===== config.mk =====
export PLATFORM = sky130hd
export DESIGN_NAME = next_pc_unit_flat
export DESIGN_NICKNAME = d
export VERILOG_FILES = /design/src/rtl/next_pc_unit_pkg.sv /design/src/rtl/next_pc_unit_if.sv /design/src/rtl/npc_target_calc.sv /design/src/rtl/next_pc_unit.sv /design/src/flat_wrapper.sv
export SDC_FILE = /design/constraint.sdc
export NUM_CORES = 1
export LEC_CHECK = 0
export BUFFER_PORTS_ARGS = -buffer_cell sky130_fd_sc_hd__buf_4
export CORE_AREA = 2 2 129 131
export DETAILED_ROUTE_END_ITERATION = 6
export DIE_AREA = 0 0 131 133
export HOLD_SLACK_MARGIN = 0.08
export PLACE_DENSITY = 0.88
export REMOVE_ABC_BUFFERS = 1
export SLEW_MARGIN = 15
export SYNTH_ARGS = -nofsm -noshare
export SYNTH_HDL_FRONTEND = slang
export SYNTH_SLANG_ARGS = --single-unit

===== constraint.sdc =====
create_clock -name clk -period 3.35 [get_ports clk]
set_input_delay 0.335 -clock clk [delete_from_list [all_inputs] [get_ports clk]]
set_output_delay 0.335 -clock clk [all_outputs]
set_load 0.02 [all_outputs]

===== src/rtl/next_pc_unit_pkg.sv =====
// Shared definitions for the next-PC unit: execute-stage mode encodings
// and default datapath parameters.
package next_pc_unit_pkg;

    localparam int          XLEN_DEF         = 32;
    localparam logic [31:0] RESET_VECTOR_DEF = 32'h0000_0000;

    // 1xx encodings are reserved and decode as MODE_NONE.
    typedef enum logic [2:0] {
        MODE_NONE   = 3'b000,
        MODE_JAL    = 3'b001,
        MODE_JALR   = 3'b010,
        MODE_BRANCH = 3'b011
    } ex_mode_e;

endpackage


===== src/rtl/next_pc_unit_if.sv =====
// Execute-stage control-transfer bundle presented to the next-PC unit.
//
// Handshake: ex_valid qualifies every other field of the bundle. There is no
// ready; the unit accepts each valid transfer in the cycle it is presented,
// and a fetch stall only defers the effect of that transfer on the PC.
interface next_pc_unit_if #(
    parameter int XLEN = 32
);
    logic            ex_valid;
    logic [2:0]      ex_mode;
    logic [XLEN-1:0] ex_pc;
    logic [XLEN-1:0] ex_imm;
    logic [XLEN-1:0] ex_rs1;
    logic            br_taken;

    modport master (
        output ex_valid, ex_mode, ex_pc, ex_imm, ex_rs1, br_taken
    );

    modport slave (
        input ex_valid, ex_mode, ex_pc, ex_imm, ex_rs1, br_taken
    );
endinterface


===== src/rtl/npc_target_calc.sv =====
// Combinational execute-stage target: computes the jump/branch address and
// splits a taken transfer into either a redirect or a misalignment event.
module npc_target_calc
    import next_pc_unit_pkg::*;
#(
    parameter int XLEN   = XLEN_DEF,
    parameter int IALIGN = 32
) (
    input  logic            ex_valid,
    input  logic [2:0]      ex_mode,
    input  logic [XLEN-1:0] ex_pc,
    input  logic [XLEN-1:0] ex_imm,
    input  logic [XLEN-1:0] ex_rs1,
    input  logic            br_taken,
    output logic [XLEN-1:0] target,
    output logic            ex_redirect,
    output logic            misaligned
);

    localparam logic CHECK_BIT1 = (IALIGN == 32);

    logic taken;
    logic bad_align;

    always_comb begin
        target = '0;
        taken  = 1'b0;
        case (ex_mode)
            MODE_JAL: begin
                target = ex_pc + ex_imm;
                taken  = 1'b1;
            end
            MODE_BRANCH: begin
                target = ex_pc + ex_imm;
                taken  = br_taken;
            end
            MODE_JALR: begin
                target = (ex_rs1 + ex_imm) & ~XLEN'(1);
                taken  = 1'b1;
            end
            default: begin
                target = '0;
                taken  = 1'b0;
            end
        endcase

        // JALR always clears bit0, so only JAL/BRANCH can trip the bit0 test.
        bad_align   = target[0] | (CHECK_BIT1 & target[1]);
        ex_redirect = ex_valid & taken & ~bad_align;
        misaligned  = ex_valid & taken & bad_align;
    end

endmodule


===== src/rtl/next_pc_unit.sv =====
// Fetch PC register with prioritised redirect selection (trap, MRET, execute),
// a one-deep redirect hold across fetch stalls, and misaligned-target reporting.
module next_pc_unit
    import next_pc_unit_pkg::*;
#(
    parameter int              XLEN         = XLEN_DEF,
    parameter logic [XLEN-1:0] RESET_VECTOR = XLEN'(RESET_VECTOR_DEF),
    parameter int              IALIGN       = 32,
    parameter int              PC_STEP      = 4
) (
    input  logic              clk,
    input  logic              rst_n,
    input  logic              stall,
    next_pc_unit_if.slave     ex,
    input  logic              trap_req,
    input  logic [XLEN-1:0]   mtvec,
    input  logic              mret_req,
    input  logic [XLEN-1:0]   mepc,
    output logic [XLEN-1:0]   pc_o,
    output logic              redirect_o,
    output logic              pending_o,
    output logic              misalign_o,
    output logic [XLEN-1:0]   misalign_addr_o
);

    logic [XLEN-1:0] ex_target;
    logic            ex_redirect;
    logic            ex_misaligned;

    logic [XLEN-1:0] pc_q, pc_d;
    logic [XLEN-1:0] pend_tgt_q, pend_tgt_d;
    logic            pending_q, pending_d;
    logic            mis_q;
    logic [XLEN-1:0] mis_addr_q;

    logic            redirect;
    logic [XLEN-1:0] redirect_tgt;

    npc_target_calc #(
        .XLEN   (XLEN),
        .IALIGN (IALIGN)
    ) u_target_calc (
        .ex_valid    (ex.ex_valid),
        .ex_mode     (ex.ex_mode),
        .ex_pc       (ex.ex_pc),
        .ex_imm      (ex.ex_imm),
        .ex_rs1      (ex.ex_rs1),
        .br_taken    (ex.br_taken),
        .target      (ex_target),
        .ex_redirect (ex_redirect),
        .misaligned  (ex_misaligned)
    );

    always_comb begin
        redirect     = trap_req | mret_req | ex_redirect;
        redirect_tgt = ex_target;
        if (trap_req) begin
            redirect_tgt = mtvec;
        end else if (mret_req) begin
            redirect_tgt = mepc;
        end

        pc_d       = pc_q;
        pending_d  = 1'b0;
        pend_tgt_d = pend_tgt_q;
        if (stall) begin
            // A newer redirect replaces whatever is held; trap wins via redirect_tgt.
            pending_d = pending_q | redirect;
            if (redirect) begin
                pend_tgt_d = redirect_tgt;
            end
        end else if (redirect) begin
            pc_d = redirect_tgt;
        end else if (pending_q) begin
            pc_d = pend_tgt_q;
        end else begin
            pc_d = pc_q + XLEN'(PC_STEP);
        end
    end

    always_ff @(posedge clk or negedge rst_n) begin
        if (!rst_n) begin
            pc_q       <= RESET_VECTOR;
            pend_tgt_q <= '0;
            pending_q  <= 1'b0;
            mis_q      <= 1'b0;
            mis_addr_q <= '0;
        end else begin
            pc_q       <= pc_d;
            pend_tgt_q <= pend_tgt_d;
            pending_q  <= pending_d;
            mis_q      <= ex_misaligned;
            if (ex_misaligned) begin
                mis_addr_q <= ex_target;
            end
        end
    end

    assign pc_o            = pc_q;
    assign redirect_o      = rst_n & redirect;
    assign pending_o       = pending_q;
    assign misalign_o      = mis_q;
    assign misalign_addr_o = mis_addr_q;

endmodule


===== src/flat_wrapper.sv =====
// flat-port wrapper written by rule: the top's interface ports become plain ports
module next_pc_unit_flat import next_pc_unit_pkg::*;
#(
    parameter int              XLEN         = XLEN_DEF,
    parameter logic [XLEN-1:0] RESET_VECTOR = XLEN'(RESET_VECTOR_DEF),
    parameter int              IALIGN       = 32,
    parameter int              PC_STEP      = 4
)
  (clk, rst_n, stall, trap_req, mtvec, mret_req, mepc, pc_o, redirect_o, pending_o, misalign_o, misalign_addr_o, ex_ex_valid, ex_ex_mode, ex_ex_pc, ex_ex_imm, ex_ex_rs1, ex_br_taken);
  next_pc_unit_if #(.XLEN(XLEN)) ex_i ();
  input  logic clk;
  input  logic rst_n;
  input  logic stall;
  input  logic trap_req;
  input  logic [XLEN-1:0] mtvec;
  input  logic mret_req;
  input  logic [XLEN-1:0] mepc;
  output logic [XLEN-1:0] pc_o;
  output logic redirect_o;
  output logic pending_o;
  output logic misalign_o;
  output logic [XLEN-1:0] misalign_addr_o;
  input wire logic [$bits(ex_i.ex_valid)-1:0] ex_ex_valid;
  input wire logic [$bits(ex_i.ex_mode)-1:0] ex_ex_mode;
  input wire logic [$bits(ex_i.ex_pc)-1:0] ex_ex_pc;
  input wire logic [$bits(ex_i.ex_imm)-1:0] ex_ex_imm;
  input wire logic [$bits(ex_i.ex_rs1)-1:0] ex_ex_rs1;
  input wire logic [$bits(ex_i.br_taken)-1:0] ex_br_taken;
  assign ex_i.ex_valid = ex_ex_valid;
  assign ex_i.ex_mode = ex_ex_mode;
  assign ex_i.ex_pc = ex_ex_pc;
  assign ex_i.ex_imm = ex_ex_imm;
  assign ex_i.ex_rs1 = ex_ex_rs1;
  assign ex_i.br_taken = ex_br_taken;
  next_pc_unit #(.XLEN(XLEN), .RESET_VECTOR(RESET_VECTOR), .IALIGN(IALIGN), .PC_STEP(PC_STEP)) u_core (.clk(clk), .rst_n(rst_n), .stall(stall), .ex(ex_i), .trap_req(trap_req), .mtvec(mtvec), .mret_req(mret_req), .mepc(mepc), .pc_o(pc_o), .redirect_o(redirect_o), .pending_o(pending_o), .misalign_o(misalign_o), .misalign_addr_o(misalign_addr_o));
endmodule

==> impl_metrics.py <==
metrics = {
    "worst_setup_path": {
        "ff2ff_path_depth": 9,
        "criticalPathCategory": "input port to register",
        "worstPathMaxFanout": 4,
        "cp-start-kind": "input port",
        "crit_arrival_ns": 3.00,
        "cp.required_ns": 3.58,
        "timing.rr.end": "u_core.pc_o[28]",
        "ff2ff_setup_slack_ns": 0.90,
        "timing.rr.start": "u_core.pc_o[2]",
        "end_kind": "register",
    },
    "floorplan": {
        "fp.dieW_um": 131,
        "start_util_pct": 58.7,
        "design.core.area_um2": 16200,
        "rows": 47,
        "fp.dieH_um": 133,
        "ios": 237,
        "die-area_um2": 17400,
    },
    "cts": {
        "path_clk_slew_ns": 0.07,
        "clock_sinks": 98,
        "h-tree-depth": 3,
        "cts_resized": 0,
        "cts_tree": "done",
        "cts-hold-fix-buffers": 1,
        "clk_latency_ns": 0.35,
        "root_buffer": "clkbuf_16",
        "cts_buffers": 9,
        "postCtsSetupBuffers": 0,
        "cts_buffer_depth": 2,
    },
    "finish": {
        "fin_cells": 1620,
        "diodes": 0,
        "layout-drive-gt1-share_pct": 24.4,
        "nets": 1629,
        "area_growth_pct": 23.5,
    },
    "yosys": {
        "syn-instance-count": 1199,
        "yosys-top-cells-area": "dfrtp_1 26%, ha_1 8.2%, a21oi_1 6.5%",
        "synth.yosys.seq_area_share_pct": 25.8,
        "async_flop_share_pct": 100,
        "synth_edf_count": 0,
        "yosys.area.top_type": "dfrtp_1",
        "synth_ff_type": "dfrtp_1",
        "yosys.area.top_type_share_pct": 25.8,
        "synth_cell_types": 85,
        "netlist_area_um2": 9490,
        "ys_ff_latch": 98,
        "avgSynthCellArea_um2": 7.92,
        "synth.most_common_cell": "nand2_1",
        "ys_warn_count": 0,
        "synth.cells.most_frequent": "130 x nand2_1, 124 x a21oi_1, 98 x dfrtp_1",
    },
    "detailed_routing": {
        "drc": 0,
        "drtAntennaViolNets": 0,
        "viasPerCell": 6.59,
        "post_drt_wl_per_cell_um": 20.2,
        "drtIter0Drc": 1343,
        "wirelength_um": 32600,
        "drtPass1Iterations": 7,
        "vias": 10674,
    },
    "global_route": {
        "grt_max_degree": 62,
        "grt_usage_pct": 36.7,
        "grt_pass1_vias": 10026,
        "grt_pass1_wl_um": 51000,
        "antenna_found_initial": 0,
        "overflow": 0,
    },
    "sta": {
        "finalCriticalPeriod_ns": 2.77,
        "rsz0062_at_grt": "false",
        "timing.final.crit_share_pct": 82.8,
        "relSlewSlack_pct": 27.8,
        "skew_ns": 0.00822,
        "fmax_mhz": 361,
        "setup-violations-final": 0,
        "drv_slew": 0,
        "tightest_slew_ns": 1.08,
        "fin_hold_ws_ns": 0.246,
        "hold_violations": 0,
    },
    "min_path": {
        "min_to": "u_core.pend_tgt_q[15]",
        "hold_path_depth": 3,
        "hold_start": "mepc[15]",
        "hold_path_class": "input port to register",
    },
    "pwr": {
        "cellPowerDensity_nw_per_um2": 412,
        "vdd_drop_max_v": 0.000233,
        "p_leak_nw": 5.31,
    },
    "run": {
        "drv_cap": 0,
    },
    "placement": {
        "io_buffer_count": 236,
        "gp_congestion": 0.963,
        "dp_hpwl_um": 24800,
        "dpl.cell_count": 1603,
    },
    "run_status": {
        "outcome": "finished, final reports clean",
    },
}
cell type report:
class	instances	area (um^2)
Clock buffer	11	253
Fill cell	1248	4450
Inverter	37	139
Timing Repair Buffer	260	1970
Tap cell	220	275
Multi-Input combinational cell	989	6580
Sequential cell	98	2450
Clock inverter	5	52.6
layout by cell type (no fill, tap or decap), types with 12 or more instances in the layout:
| cell type | count |
|---|---|
| mux2_2 | 24 |
| ha_1 | 62 |
| o21ai_1 | 21 |
| a21o_1 | 24 |
| mux2i_1 | 17 |
| nand3_1 | 31 |
| a221oi_1 | 22 |
| nand4_1 | 14 |
| o21ai_0 | 74 |
| a31oi_1 | 30 |
| nand2_1 | 130 |
| buf_4 | 258 |
| a21oi_1 | 124 |
| o21a_1 | 12 |
| inv_1 | 35 |
| o22ai_1 | 28 |
| nor2_1 | 92 |
| xnor2_1 | 51 |
| dfrtp_1 | 97 |
| xor2_1 | 27 |
| and3_1 | 21 |
kinds of logic (layout without fill, tap and decap cells):
| logic type | count (synthesis) | after routing | synth area share [%] |
|---|---|---|---|
| buffers and inverters | 112 | 313 | 5.00 |
| AOI/OAI and AO/OA | 447 | 447 | 31.0 |
| xor gates and xnor gates | 78 | 78 | 7.20 |
| adders and majority gates | 64 | 64 | 8.59 |
| muxes | 41 | 41 | 4.64 |
| and+or+nand+nor | 359 | 359 | 17.8 |
| DFF | 98 | 98 | 25.8 |
routing by layer:
metal | global-route usage, % | vias to the layer above | wire length (um)
met5 | 0 | - | 0
met4 | 14.4 | 0 | 1190
met3 | 6.23 | 116 | 3280
met2 | 58.6 | 757 | 15200
met1 | 49.5 | 4956 | 13000
li1 | - | 4845 | -
sequential cells by signal, indices dropped and copies added (netlist names):
register,count
u_core.misalign_addr_o,32
u_core.pc_o,32
u_core.pend_tgt_q,32
u_core.misalign_o,1
u_core.pending_o,1
metrics by stage:
step	total power [mW]	worst slack [ns]	instance area (um^2)	utilization, %	TNS [ns]
4_1_cts	4.78	0.614	11700	72.5	0
3_5_place_dp	3.71	0.248	11400	70.5	0
6_report	4.83	0.577	11700	72.5	0
5_1_grt	5.06	0.277	11700	72.5	0
2_1_floorplan	2.83	-0.0946	9160	-	-1.92
3_3_place_gp	3.67	0.371	11400	70.5	0
critical path, cell delays in order:
cell	delay, ns
buf_4	0.09
inv_1	0.07
fa_1	0.44
nand2b_1	0.20
a21oi_1	0.26
o31a_1	0.20
a31oi_2	0.17
o31ai_1	0.33
xor2_1	0.11
a22o_1	0.30
a222oi_1	0.36
a21oi_1	0.12
worst max path at each step:
stage / startpoint / end / slack (ns) / depth (start not counted)
floorplan: ex_ex_imm[0] / u_core.misalign_addr_o[11] / -0.09 / 8
global placement: ex_ex_imm[0] / u_core.pc_o[28] / 0.37 / 13
detailed placement: ex_ex_imm[1] / u_core.pend_tgt_q[26] / 0.25 / 12
CTS: ex_ex_imm[1] / u_core.pend_tgt_q[26] / 0.61 / 12
global route: ex_ex_imm[1] / u_core.pend_tgt_q[26] / 0.28 / 12
finish: ex_ex_imm[1] / u_core.pend_tgt_q[26] / 0.58 / 12
power by group:
part	switching, mW	total (mW)	leakage (nW)	internal (mW)
clock network	0.458	1.07	0.151	0.616
logic	1.22	2.14	3.96	0.919
registers	0.207	1.61	1.19	1.41
(Power assumes the default switching activity.)
